**config.mk**
```make
export PLATFORM = sky130hd
export DESIGN_NAME = instruction_fetch
export DESIGN_NICKNAME = d
export VERILOG_FILES = /design/src/rtl/rv_pkg.sv /design/src/rtl/fetch_hold_buf.sv /design/src/rtl/instruction_fetch.sv
export SDC_FILE = /design/constraint.sdc
export NUM_CORES = 1
export LEC_CHECK = 0
export CELL_PAD_IN_SITES_DETAIL_PLACEMENT = 2
export CELL_PAD_IN_SITES_GLOBAL_PLACEMENT = 2
export CORE_MARGIN = 1.5
export CORE_UTILIZATION = 30
export CTS_BUF_LIST = sky130_fd_sc_hd__clkbuf_16
export CTS_CLUSTER_DIAMETER = 200
export CTS_CLUSTER_SIZE = 8
export DETAILED_ROUTE_END_ITERATION = 6
export PLACE_DENSITY = 0.91
export SKIP_CTS_REPAIR_TIMING = 1
export SYNTH_ARGS = -nofsm -noshare
export SYNTH_HDL_FRONTEND = slang
export SYNTH_SLANG_ARGS = --single-unit
export TNS_END_PERCENT = 10
```
**constraint.sdc**
```tcl
create_clock -name clock -period 2.88 [get_ports clock]
set_clock_uncertainty 0.1 [all_clocks]
set_input_delay 0.432 -clock clock [delete_from_list [all_inputs] [get_ports clock]]
set_output_delay 0.432 -clock clock [all_outputs]
set_load 0.01 [all_outputs]
```
**src/rtl/rv_pkg.sv**
```systemverilog
// Shared constants and fetch-state encoding for the IF stage.
package rv_pkg;

  localparam int unsigned XLEN = 32;

  localparam logic [XLEN-1:0] RESET_PC  = 32'h0040_0000;
  localparam logic [XLEN-1:0] NOP_INSTR = 32'h0000_0013;

  typedef enum logic {
    FETCH = 1'b0,
    HOLD  = 1'b1
  } fetch_state_e;

endpackage

```
**src/rtl/fetch_hold_buf.sv**
```systemverilog
// One-entry word+PC buffer capturing a fetched word that arrived while decode was stalled.
module fetch_hold_buf
  import rv_pkg::*;
(
  input  logic            clock,
  input  logic            reset,
  input  logic            load,
  input  logic            clear,
  input  logic [XLEN-1:0] word_in,
  input  logic [XLEN-1:0] pc_in,
  output logic            valid,
  output logic [XLEN-1:0] word,
  output logic [XLEN-1:0] pc
);

  logic            valid_q;
  logic [XLEN-1:0] word_q;
  logic [XLEN-1:0] pc_q;

  // Clear wins over load so a redirect always drops a word captured in the same cycle.
  always_ff @(posedge clock) begin
    if (reset || clear) begin
      valid_q <= 1'b0;
      word_q  <= NOP_INSTR;
      pc_q    <= RESET_PC;
    end else if (load) begin
      valid_q <= 1'b1;
      word_q  <= word_in;
      pc_q    <= pc_in;
    end
  end

  assign valid = valid_q;
  assign word  = word_q;
  assign pc    = pc_q;

endmodule

```
**src/rtl/instruction_fetch.sv**
```systemverilog
// IF stage: owns the PC, fetches over a req/ready handshake and drives the IF/ID register,
// with stall hold, redirect and a one-cycle squash toward decode.
module instruction_fetch
  import rv_pkg::*;
(
  input  logic            clock,
  input  logic            reset,
  input  logic            stall,
  input  logic            redirect_valid,
  input  logic [XLEN-1:0] redirect_pc,
  output logic            imem_req,
  output logic [XLEN-1:0] imem_addr,
  input  logic            imem_ready,
  input  logic [XLEN-1:0] imem_rdata,
  output logic [XLEN-1:0] instr_out,
  output logic [XLEN-1:0] pipe_pc_out,
  output logic            instr_valid,
  output logic            squash_out
);

  fetch_state_e    state_q, state_d;
  logic [XLEN-1:0] pc_q, pc_d;
  logic [XLEN-1:0] instr_q, instr_d;
  logic [XLEN-1:0] pipe_pc_q, pipe_pc_d;
  logic            valid_q, valid_d;
  logic            squash_q, squash_d;

  logic            buf_load;
  logic            buf_clear;
  logic            buf_valid;
  logic [XLEN-1:0] buf_word;
  logic [XLEN-1:0] buf_pc;
  logic            accept;

  fetch_hold_buf u_hold_buf (
    .clock   (clock),
    .reset   (reset),
    .load    (buf_load),
    .clear   (buf_clear),
    .word_in (imem_rdata),
    .pc_in   (pc_q),
    .valid   (buf_valid),
    .word    (buf_word),
    .pc      (buf_pc)
  );

  assign imem_req  = ~reset & (state_q == FETCH);
  assign imem_addr = pc_q;
  assign accept    = imem_req & imem_ready;

  always_comb begin
    state_d   = state_q;
    pc_d      = pc_q;
    instr_d   = instr_q;
    pipe_pc_d = pipe_pc_q;
    valid_d   = valid_q;
    squash_d  = 1'b0;
    buf_load  = 1'b0;
    buf_clear = 1'b0;

    if (redirect_valid) begin
      // Redirect overrides stall and any word returned this cycle.
      state_d   = FETCH;
      pc_d      = {redirect_pc[XLEN-1:2], 2'b00};
      instr_d   = NOP_INSTR;
      valid_d   = 1'b0;
      squash_d  = 1'b1;
      buf_clear = 1'b1;
    end else begin
      unique case (state_q)
        FETCH: begin
          if (accept) begin
            pc_d = pc_q + 32'd4;
            if (stall) begin
              buf_load = 1'b1;
              state_d  = HOLD;
            end else begin
              instr_d   = imem_rdata;
              pipe_pc_d = pc_q;
              valid_d   = 1'b1;
            end
          end else if (!stall) begin
            instr_d = NOP_INSTR;
            valid_d = 1'b0;
          end
        end
        HOLD: begin
          if (!stall) begin
            instr_d   = buf_word;
            pipe_pc_d = buf_pc;
            valid_d   = buf_valid;
            buf_clear = 1'b1;
            state_d   = FETCH;
          end
        end
        default: state_d = FETCH;
      endcase
    end
  end

  always_ff @(posedge clock) begin
    if (reset) begin
      state_q   <= FETCH;
      pc_q      <= RESET_PC;
      instr_q   <= NOP_INSTR;
      pipe_pc_q <= RESET_PC;
      valid_q   <= 1'b0;
      squash_q  <= 1'b0;
    end else begin
      state_q   <= state_d;
      pc_q      <= pc_d;
      instr_q   <= instr_d;
      pipe_pc_q <= pipe_pc_d;
      valid_q   <= valid_d;
      squash_q  <= squash_d;
    end
  end

  assign instr_out   = instr_q;
  assign pipe_pc_out = pipe_pc_q;
  assign instr_valid = valid_q;
  assign squash_out  = squash_q;

endmodule

```
# Word-level counts from Yosys, hierarchy flattened
# Index checks and enable logic that the tools add are counted.
# classes
n_addsub,1
n_reduce_logical,7
eq_ne,4
muxes,26
n_bitwise,5
# ops
cell,count
$mux 32,10
$pmux 32 s2,2
$add 32x3->32 const B,1
$mux 1,12
$ne 2x2->1 const B,4
$reduce_and 2->1,3
$pmux 1 s2,2
$reduce_and 4->1,1
$not 1->1,3
$and 1x1->1,2
$reduce_bool 2->1,1
$reduce_or 2->1,1
$logic_or 1x1->1,1
# totals
ff_bits,164
input_bits,69
out_inout_bits,99
wordCells,53

# Logic depth before layout (Yosys ltp)
# Gate-level depths: netlist of run 1.
# logic_depth
word_depth,6
mapped_depth,7

# Hierarchy
# A second synthesis of run 1 with hierarchy kept.
# hier_totals
cells_unflattened,736
area_unflattened_um2,6875.3
# modules_own_cells
mod,n_inst,area_per_inst_um2,cells_each
instruction_fetch,1,4553.1,525
fetch_hold_buf,1,2322.2,211

# Least setup slack after synthesis of run 1
# OpenSTA, ideal clock, no wires.
# synth_timing
path_kind,register -> register
start,"register pc_q[2], in the netlist imem_addr[2]"
end,"register pc_q[18], in the netlist imem_addr[18]"
t_required_ns,2.660
path_stages_with_launch,6
slack_ns,0.834
arrival_ns,1.827
period_less_slack_ns,2.046
cell_sequence,dfxtp_1 -> ha_1 -> nand3_1 -> nor4_1 -> a2111oi_0 -> a211o_1
# synth_via
elab_chain_len,4
# synth_lines
item,line_no,rtl
"start, declared",instruction_fetch.sv:22,"logic [XLEN-1:0] pc_q, pc_d;"
"start signal, assigned",instruction_fetch.sv:111,pc_q <= pc_d;
$add 32x3->32,instruction_fetch.sv:73,pc_d = pc_q + 32'd4;
$mux 32,instruction_fetch.sv:72,if (accept) begin
$mux 32,instruction_fetch.sv:70,unique case (state_q)
$mux 32,instruction_fetch.sv:61,if (redirect_valid) begin
# No other way between the ends. The select of a mux whose other input is x is not followed.
# A chain may end at the register's enable or synchronous reset.

# Worst setup path after layout of run 1
# layout_timing
start,"register pc_q[2], in the netlist imem_addr[2]"
end,"register pc_q[26], in the netlist imem_addr[26]"
# Same word-level chain as after synthesis.

==> results of run 1 <==
==> synth_stat cells (all sizes together), types with 4 or more instances <==
library cell,instances,share of area [%]
o211ai,7,0.78
buf,20,1.6
nand2,145,8.1
a221oi,31,4.0
a21oi,64,4.8
mux2i,30,4.5
dfxtp,158,47
and4,5,0.67
a2111oi,6,0.78
xnor2,5,0.65
inv,11,0.62
nand3,27,2.0
nand4,11,1.2
nor3,42,3.2
a211oi,42,4.8
o21ai,10,0.75
nor2,86,4.8
xor2,4,0.52
nor4,8,0.75
clkbuf,54,3.1
a32oi,4,0.52
==> sequential cells by signal (all words and copies together), names as in the netlist, 30 cells and up <==
name and flops:
instr_out 32, u_hold_buf.word 32, imem_addr 30, pipe_pc_out 30, u_hold_buf.pc 30
==> power by group <==
| group | internal, W | switching (W) |
|---|---|---|
| Sequential | 0.00225 | 0.0000930 |
| Combinational | 0.000302 | 0.000318 |
| Clock | 0.00136 | 0.000972 |
| Total | 0.00392 | 0.00138 |
==> critical path, cell delays in order (launching register included) <==
cell	delay, ns
sky130_fd_sc_hd__dfxtp_1	0.31
sky130_fd_sc_hd__buf_4	0.16
sky130_fd_sc_hd__ha_1	0.22
sky130_fd_sc_hd__nand3_1	0.24
sky130_fd_sc_hd__nor4_1	0.65
sky130_fd_sc_hd__a211oi_1	0.16
sky130_fd_sc_hd__a2111oi_0	0.40
==> cells by family (layout without fill, tap and decap cells) <==
family,count (synthesis),after routing
AO/OA/AOI/OAI,181,181
adder cells (fa/ha/maj),1,1
flip-flops,158,158
AND/OR/NAND/NOR,342,342
XOR/XNOR,9,9
multiplexers,30,30
buffers and inverters,87,238
other,1,4
==> cells in the final DEF (no fill, tap or decap), drive strengths merged, types with 5 or more instances in the layout <==
master         netlist  routed
nand3               27      27
xnor2                5       5
nand2              145     145
o211ai               7       7
a2111oi              6       6
a221oi              31      31
nor2                86      86
mux2i               30      30
nand4               11      11
clkinv               2       8
a211oi              42      42
clkdlybuf4s50        0     159
nor3                42      42
a21oi               64      64
dfxtp              158     158
inv                 11      15
buf                 20      34
nor4                 8       8
and4                 5       5
clkbuf              54      17
o21ai               10      10
==> layer usage <==
layer	share of wire (%)	routed length (um)	track usage, %
met5	0	0	0
met4	2.5	644	8.15
met3	4.2	1080	4.78
met2	50	13000	39.7
met1	43	11000	26.2
==> how the worst max path moves through the flow <==
stage                                    from  cells after the start  slack [ns]                     endpoint
floorplan           imem_addr[2]$_SDFFE_PP0P_                      5        0.83   imem_addr[18]$_SDFFE_PP0P_
global placement                   imem_ready                      6        0.25   imem_addr[14]$_SDFFE_PP0P_
detailed placement                 imem_ready                      6        0.13  pipe_pc_out[9]$_SDFFE_PP0P_
CTS                 imem_addr[2]$_SDFFE_PP0P_                      6        0.49   imem_addr[26]$_SDFFE_PP0P_
global route        imem_addr[2]$_SDFFE_PP0P_                      6        0.30   imem_addr[26]$_SDFFE_PP0P_
finish              imem_addr[2]$_SDFFE_PP0P_                      6        0.50   imem_addr[26]$_SDFFE_PP0P_
==> area by class of cell <==
| cell class | count | area share (%) |
|---|---|---|
| Sequential cell | 158 | 34.1 |
| Multi-Input combinational cell | 567 | 34.9 |
| Timing Repair Buffer | 193 | 20.3 |
| Clock buffer | 17 | 4.59 |
| Inverter | 13 | 0.526 |
| Clock inverter | 15 | 1.83 |
| Tap cell | 280 | 3.78 |
==> per-stage QoR <==
stage               std cells  total power, W
floorplan                 812         0.00265
global placement         1211         0.00299
detailed placement       1211         0.00302
CTS                      1243         0.00537
global route             1243         0.00551
finish                   1243         0.00530
==> reports/qor.json, run 1 <==
{
  "final_max_slew_viol_count": 0,
  "clk-insertion-delay-late_ns": 0.42,
  "fin_area_um2": 9280,
  "worstPathRequired_ns": 3.07,
  "cap_violations": 0,
  "hold-worst-slack_ns": 0.347,
  "buffer_ports.inserted": 161,
  "worst_slew_margin_rel_pct": 47.5,
  "synth_top_family_by_area": "simple AND/OR/NAND/NOR gates",
  "layout_filler_cell_count": 2441,
  "post_route_cells_drive_above_1_share_pct": 7.79,
  "cts.sink_count": 158,
  "period_utilisation_layout_pct": 82.7,
  "criticalPathCategory": "flop to flop",
  "cts.htree.levels": 4,
  "timing.critical_path.to_type": "flop",
  "floorplan_die_width_um": 153,
  "status": "finished, final reports clean",
  "timing.reg2reg.setup_slack_ns": 0.50,
  "period_minus_slack_ns": 2.38,
  "vias_per_cell": 5.40,
  "cts.reportedPaths.clkPinSlew_ns": 0.06,
  "synth.yosys.seq_area_share_pct": 47.2,
  "routed_wire_length_per_instance_um": 20.7,
  "antenna_found_initial": 0,
  "detailedRoute.firstPassIterationCount": 4,
  "design.final.nets": 1020,
  "dieArea_um2": 23300,
  "synth_xor_area_share_pct": 1.18,
  "placed_cell_area_um2": 8680,
  "cts_tree": "yes",
  "grt-ovfl-total": 0,
  "setup_repair_after_global_routing_missed_its_margin": "false",
  "routed_wirelength_mm": 25.7,
  "grt_start_max_net_pins": 53,
  "synth_cell_types": 51,
  "synth_mux_area_share_pct": 4.48,
  "clock_path_buffers": 2,
  "area_fraction_in_and_or_nand_and_nor_cells_after_synthesis_pct": 23.0,
  "r2r_start": "imem_addr[2]$_SDFFE_PP0P_",
  "clock-root-buffer": "sky130_fd_sc_hd__clkbuf_16",
  "timing.hold.worst.class": "input pin to flop",
  "drcViolationCount": 0,
  "ys.warnings.count": 0,
  "drt-initial-drc-count": 221,
  "route.vias.total": 6713,
  "worst-path-max-fanout": 8,
  "setup_viol_count_final": 0,
  "static-leakage-power_nw": 3.07,
  "floorplan.core_area_um2": 21900,
  "worst_setup_path_start_kind": "flop",
  "layout.core_utilization_pct": 42.4,
  "synthCells": 809,
  "grt_pass1_vias": 7370,
  "worst_hold_path.endpoint": "instr_out[1]$_SDFFE_PP1P_",
  "timing.hold.worst_path_depth": 2,
  "synth_fa_ha_area_share_pct": 0.187,
  "grt_first_pass_wirelength_mm": 41.1,
  "worstPathArrival_ns": 2.57,
  "layout-area-overhead-vs-synth_pct": 38.3,
  "route.antenna.remaining_nets": 0,
  "multi_input_gate_area_um2": 3240,
  "numCtsBuffers": 17,
  "n_antenna_cell": 0,
  "synthesized_area_fraction_occupied_by_ao_oa_aoi_and_oai_cells_pct": 18.5,
  "worst_r2r_endpoint": "imem_addr[26]$_SDFFE_PP0P_",
  "syn_area_per_cell_um2": 8.29,
  "chipHeight_um": 153,
  "routabilityCongestion": 0.750,
  "worstHoldStart": "stall",
  "register_area_um2": 3170,
  "fmax_mhz": 420,
  "ys_async_sr_fraction_pct": 0,
  "place_hpwl_mm": 17.1,
  "tightestPinTransition_ns": 0.767,
  "hold_viol": 0,
  "number_of_i_o_pins": 168,
  "pwr_density_cell_nw_per_um2": 571,
  "layout_setup_ws_ns": 0.499,
  "number_of_synthesized_flops_with_an_enable_pin": 0,
  "ys_ff_latch": 158,
  "floorplan.initialDensity_pct": 30.6,
  "dpl_worst_slack_ns": 0.129,
  "r2r.worst_path.cells": 6,
  "total_routing_usage_reported_by_global_routing_pct": 22.3,
  "max-vdd-ir-drop_v": 0.000359,
  "num_rows": 54,
  "synth-main-ff-cell": "sky130_fd_sc_hd__dfxtp_1",
  "tns_ns": 0,
  "synth_area_um2": 6710
}
Note: power is estimated with default switching activity, not from simulation.
==> run 2, diff against run 1 <==
--- a/config.mk
+++ b/config.mk
@@ -8,12 +8,12 @@
 export CELL_PAD_IN_SITES_DETAIL_PLACEMENT = 2
 export CELL_PAD_IN_SITES_GLOBAL_PLACEMENT = 2
 export CORE_MARGIN = 1.5
-export CORE_UTILIZATION = 30
+export CORE_UTILIZATION = 26
 export CTS_BUF_LIST = sky130_fd_sc_hd__clkbuf_16
 export CTS_CLUSTER_DIAMETER = 200
 export CTS_CLUSTER_SIZE = 8
 export DETAILED_ROUTE_END_ITERATION = 6
-export PLACE_DENSITY = 0.91
+export PLACE_DENSITY = 0.84
 export SKIP_CTS_REPAIR_TIMING = 1
 export SYNTH_ARGS = -nofsm -noshare
 export SYNTH_HDL_FRONTEND = slang
==> constraint.sdc (replaced) <==
create_clock -name clock -period 2 [get_ports clock]
set_clock_uncertainty 0.1 [all_clocks]
set_input_delay 0.3 -clock clock [delete_from_list [all_inputs] [get_ports clock]]
set_output_delay 0.3 -clock clock [all_outputs]
set_load 0.01 [all_outputs]
==> reports/qor.json, run 2 (same netlist as run 1, synthesis figures left out) <==
{
  "period_utilisation_layout_pct": 99.9,
  "cap_violations": 0,
  "fmax_mhz": 500,
  "num_rows": 58,
  "status": "finished, final reports clean",
  "static-leakage-power_nw": 3.44,
  "place_hpwl_mm": 19.2,
  "floorplan.core_area_um2": 25300,
  "met2_wirelength_mm": 14.3,
  "timing.critical_path.to_type": "flop",
  "detailedRoute.firstPassIterationCount": 4,
  "vias_per_cell": 5.13,
  "placed_cell_area_um2": 9210,
  "routed.top_layer": "met5",
  "drt-initial-drc-count": 275,
  "grt-ovfl-total": 0,
  "hold_viol": 0,
  "worstPathRequired_ns": 2.20,
  "clock_path_buffers": 2,
  "setup_repair_after_global_routing_missed_its_margin": "true",
  "n_antenna_cell": 0,
  "floorplan.initialDensity_pct": 26.6,
  "worst_slew_margin_rel_pct": 66.6,
  "chipHeight_um": 164,
  "layout_filler_cell_count": 2816,
  "grt_start_max_net_pins": 63,
  "worst-path-max-fanout": 4,
  "post-place-cells": 1317,
  "layout_common_cells": "sky130_fd_sc_hd__clkdlybuf4s50_1, sky130_fd_sc_hd__dfxtp_1, sky130_fd_sc_hd__nand2_1, sky130_fd_sc_hd__nor2_1, sky130_fd_sc_hd__buf_4",
  "route.vias.total": 6957,
  "max-vdd-ir-drop_v": 0.000432,
  "antenna_found_initial": 1,
  "routedLengthMet1_mm": 11.3,
  "detailroute.wirelength.met3_mm": 1.34,
  "grt_pass1_vias": 7620,
  "leading_cell_type_in_the_layout_fill_and_taps_excluded": "sky130_fd_sc_hd__clkdlybuf4s50_1",
  "criticalPathCategory": "flop to flop",
  "final_max_slew_viol_count": 0,
  "routed_wire_length_per_instance_um": 20.3,
  "layout-area-overhead-vs-synth_pct": 47.9,
  "post_route_cells_drive_above_1_share_pct": 14.9,
  "floorplan_die_width_um": 164,
  "clock-root-buffer": "sky130_fd_sc_hd__clkbuf_16",
  "cts_tree": "yes",
  "cts.sink_count": 158,
  "design.final.nets": 1082,
  "dieArea_um2": 26800,
  "period_minus_slack_ns": 2.00,
  "number_of_i_o_pins": 168,
  "worstPathArrival_ns": 2.20,
  "fin_area_um2": 9920,
  "total_routing_usage_reported_by_global_routing_pct": 20.3,
  "worst_setup_path_start_kind": "flop",
  "clk-insertion-delay-late_ns": 0.43,
  "pwr_density_cell_nw_per_um2": 774,
  "route.antenna.remaining_nets": 0,
  "routabilityCongestion": 0.795,
  "cts.htree.levels": 4,
  "setup_viol_count_final": 0,
  "cts.reportedPaths.clkPinSlew_ns": 0.07,
  "tightestPinTransition_ns": 0.502,
  "buffer_ports.inserted": 161,
  "timing.hold.worst.class": "input pin to flop",
  "grt_first_pass_wirelength_mm": 41.8,
  "drcViolationCount": 0,
  "numCtsBuffers": 17,
  "routed_wirelength_mm": 27.5,
  "fin_cells": 1355
}
run 2: cell types whose count changed in the layout (fill, tap and decap cells not counted), sizes merged:
cell           change
clkinvlp           -1
bufinv             -2
clkinv             +2
buf               +61
clkdlybuf4s50      -2
clkbuf             +2
dlymetal6s2s       +2
run 2: path summary, 6_finish.rpt:
| check | from | endpoint | slack, ns | cells after the start |
|---|---|---|---|---|
| setup / recovery | imem_addr[2]$_SDFFE_PP0P_ | imem_addr[26]$_SDFFE_PP0P_ | 0.001 | 5 |
| hold / removal | reset | imem_addr[3]$_SDFFE_PP0P_ | 0.34 | 3 |
| setup reg to reg | imem_addr[2]$_SDFFE_PP0P_ | imem_addr[26]$_SDFFE_PP0P_ | 0.001 | 5 |
| hold reg to reg | u_hold_buf.pc[29]$_SDFFE_PP0P_ | u_hold_buf.pc[29]$_SDFFE_PP0P_ | 0.36 | 2 |
run 2: routing by layer:
layer	up-vias	GRT usage, %
met4	2	6.20
met2	167	37.1
met5	-	0
met1	3477	23.2
met3	39	4.62
li1	3272	-
run 2: cell type report:
type / count / area (um^2) / share of cell area (%)
multi-input cells: 567 / 3290 / 33.2
flip-flops and latches: 158 / 3170 / 32.0
repair buffers: 255 / 2410 / 24.3
clock buffers: 18 / 450 / 4.54
well taps: 330 / 413 / 4.16
clock inverters: 14 / 130 / 1.31
inverters: 13 / 52.6 / 0.530
run 2: stage by stage:
step                      power (W)  utilization [%]  TNS [ns]  setup slack [ns]  hold WS [ns]
after detailed placement    0.00444             36.5    -37.77            -0.566         0.352
after global placement      0.00440             36.5    -27.19            -0.344         0.341
after global routing        0.00800             39.3    -0.476            -0.150         0.340
final                       0.00768             39.3         0           0.00125         0.337
after CTS                   0.00774             38.8    -0.537            -0.169         0.303
after floorplan             0.00381                -   -0.0250           -0.0250         0.309
run 2: report_power, final:
part,total [W],switching [W],leakage [nW],internal (W)
registers,0.00333,0.0000865,1.29,0.00325
logic,0.00105,0.000537,1.86,0.000514
clock network,0.00330,0.00148,0.290,0.00181
total,0.00768,0.00211,3.44,0.00557
run 2: worst max-delay path, cell delays in order (launching register included):
cell and delay [ns]:
sky130_fd_sc_hd__dfxtp_1 0.35, sky130_fd_sc_hd__ha_1 0.24, sky130_fd_sc_hd__nand3_2 0.17, sky130_fd_sc_hd__or4_1 0.62, sky130_fd_sc_hd__nor4_1 0.29, sky130_fd_sc_hd__a2111oi_0 0.10
==> run 3, diff against run 2 <==
--- a/config.mk
+++ b/config.mk
@@ -7,12 +7,13 @@
 export LEC_CHECK = 0
 export CELL_PAD_IN_SITES_DETAIL_PLACEMENT = 2
 export CELL_PAD_IN_SITES_GLOBAL_PLACEMENT = 2
-export CORE_MARGIN = 1.5
+export CORE_MARGIN = 4
 export CORE_UTILIZATION = 26
 export CTS_BUF_LIST = sky130_fd_sc_hd__clkbuf_16
 export CTS_CLUSTER_DIAMETER = 200
 export CTS_CLUSTER_SIZE = 8
 export DETAILED_ROUTE_END_ITERATION = 6
+export GPL_ROUTABILITY_DRIVEN = 0
 export PLACE_DENSITY = 0.84
 export SKIP_CTS_REPAIR_TIMING = 1
 export SYNTH_ARGS = -nofsm -noshare
==> reports/qor.json, run 3 (same netlist as run 1, synthesis figures left out) <==
{
  "timing.critical_path.to_type": "primary output",
  "floorplan_die_width_um": 169,
  "r2r.worst_path.cells": 6,
  "max-vdd-ir-drop_v": 0.000357,
  "cts.reportedPaths.clkPinSlew_ns": 0.06,
  "criticalPathCategory": "flop to primary output",
  "chipHeight_um": 169,
  "buffer_ports.inserted": 161,
  "cap_violations": 0,
  "r2r_start": "imem_addr[2]$_SDFFE_PP0P_",
  "clk-insertion-delay-late_ns": 0.43,
  "clock_path_buffers": 2,
  "drcViolationCount": 0,
  "worst_slew_margin_rel_pct": 64.7,
  "period_minus_slack_ns": 1.99,
  "setup_viol_count_final": 0,
  "layout-area-overhead-vs-synth_pct": 47.5,
  "post_route_cells_drive_above_1_share_pct": 14.3,
  "tightestPinTransition_ns": 0.529,
  "clock-root-buffer": "sky130_fd_sc_hd__clkbuf_16",
  "grt-ovfl-total": 0,
  "pwr_density_cell_nw_per_um2": 792,
  "design.final.nets": 1073,
  "crit_end": "imem_addr[5]",
  "worst_r2r_endpoint": "imem_addr[26]$_SDFFE_PP0P_",
  "drt-initial-drc-count": 367,
  "routed_wire_length_per_instance_um": 21.0,
  "routed_wirelength_mm": 28.3,
  "n_antenna_cell": 0,
  "static-leakage-power_nw": 3.40,
  "antenna_found_initial": 3,
  "hold-worst-slack_ns": 0.233,
  "setup_repair_after_global_routing_missed_its_margin": "true",
  "leading_cell_type_in_the_layout_fill_and_taps_excluded": "sky130_fd_sc_hd__clkdlybuf4s50_1",
  "worstPathRequired_ns": 1.60,
  "timing.hold.worst.class": "input pin to flop",
  "cts.sink_count": 158,
  "route.antenna.remaining_nets": 0,
  "worstPathArrival_ns": 1.59,
  "layout_setup_ws_ns": 0.0125,
  "layout_common_cells": "sky130_fd_sc_hd__clkdlybuf4s50_1, sky130_fd_sc_hd__dfxtp_1, sky130_fd_sc_hd__nand2_1, sky130_fd_sc_hd__nor2_1, sky130_fd_sc_hd__buf_4",
  "status": "finished, final reports clean",
  "hold_viol": 0,
  "cts_tree": "yes",
  "dpl_worst_slack_ns": -0.416,
  "totalPowerFinal_w": 0.00783,
  "tns_ns": 0,
  "floorplan.initialDensity_pct": 26.6,
  "final_max_slew_viol_count": 0,
  "crit_path_start": "imem_addr[5]$_SDFFE_PP0P_",
  "fmax_mhz": 503,
  "place_hpwl_mm": 18.9,
  "detailedRoute.firstPassIterationCount": 4,
  "grt_first_pass_wirelength_mm": 44.1,
  "floorplan.core_area_um2": 25300,
  "period_utilisation_layout_pct": 99.4,
  "numCtsBuffers": 17,
  "num_rows": 58,
  "cts.htree.levels": 4,
  "grt_pass1_vias": 7813,
  "number_of_i_o_pins": 168,
  "worst_setup_path_start_kind": "flop",
  "dieArea_um2": 28400,
  "route.vias.total": 7058,
  "worst-path-max-fanout": 7,
  "timing.reg2reg.setup_slack_ns": 0.03,
  "grt_start_max_net_pins": 43,
  "vias_per_cell": 5.24,
  "total_routing_usage_reported_by_global_routing_pct": 19.5
}
[run 3: how the worst min path moves through the flow]
stage | startpoint | endpoint | cells past startpoint
4_1_cts | stall | instr_out[0]$_SDFFE_PP1P_ | 2
6_report | stall | instr_out[0]$_SDFFE_PP1P_ | 2
5_1_grt | stall | instr_out[0]$_SDFFE_PP1P_ | 2
3_3_place_gp | u_hold_buf.pc[18]$_SDFFE_PP0P_ | u_hold_buf.pc[18]$_SDFFE_PP0P_ | 2
3_5_place_dp | u_hold_buf.pc[20]$_SDFFE_PP0P_ | u_hold_buf.pc[20]$_SDFFE_PP0P_ | 2
2_1_floorplan | redirect_pc[2] | imem_addr[2]$_SDFFE_PP0P_ | 2
[run 3: layout make-up]
class	count	area, um^2
sequential	158	3180
fill	2835	15400
clock buffer	17	425
tap	330	413
timing repair buffer	246	2340
clock inverter	15	178
inverter	13	52.6
multi-input combinational	567	3310
[run 3: critical path, stage by stage, from the launching register on]
cell and delay (ns):
sky130_fd_sc_hd__dfxtp_1 0.41, sky130_fd_sc_hd__buf_4 0.19, sky130_fd_sc_hd__clkdlybuf4s50_1 0.55
[run 3: power breakdown]
| part | total (W) | internal, W | switching, W |
|---|---|---|---|
| Sequential | 0.00334 | 0.00325 | 0.0000912 |
| Combinational | 0.00105 | 0.000505 | 0.000541 |
| Clock | 0.00345 | 0.00207 | 0.00138 |
[run 3: per-layer routing]
layer / up-vias / track usage (%) / part of all wire, %
met5: - / 0 / 0.15
li1: 3267 / - / -
met2: 183 / 35.0 / 50
met1: 3552 / 23.0 / 42
met3: 50 / 5.28 / 5.4
met4: 6 / 5.58 / 2.4
[run 3: stage by stage]
stage / cells / area, um^2 / utilization, %
after floorplan: 812 / 6730 / -
after global placement: 1306 / 9130 / 36.1
after detailed placement: 1306 / 9130 / 36.1
after CTS: 1338 / 9730 / 38.5
after global routing: 1346 / 9890 / 39.2
final: 1346 / 9890 / 39.2
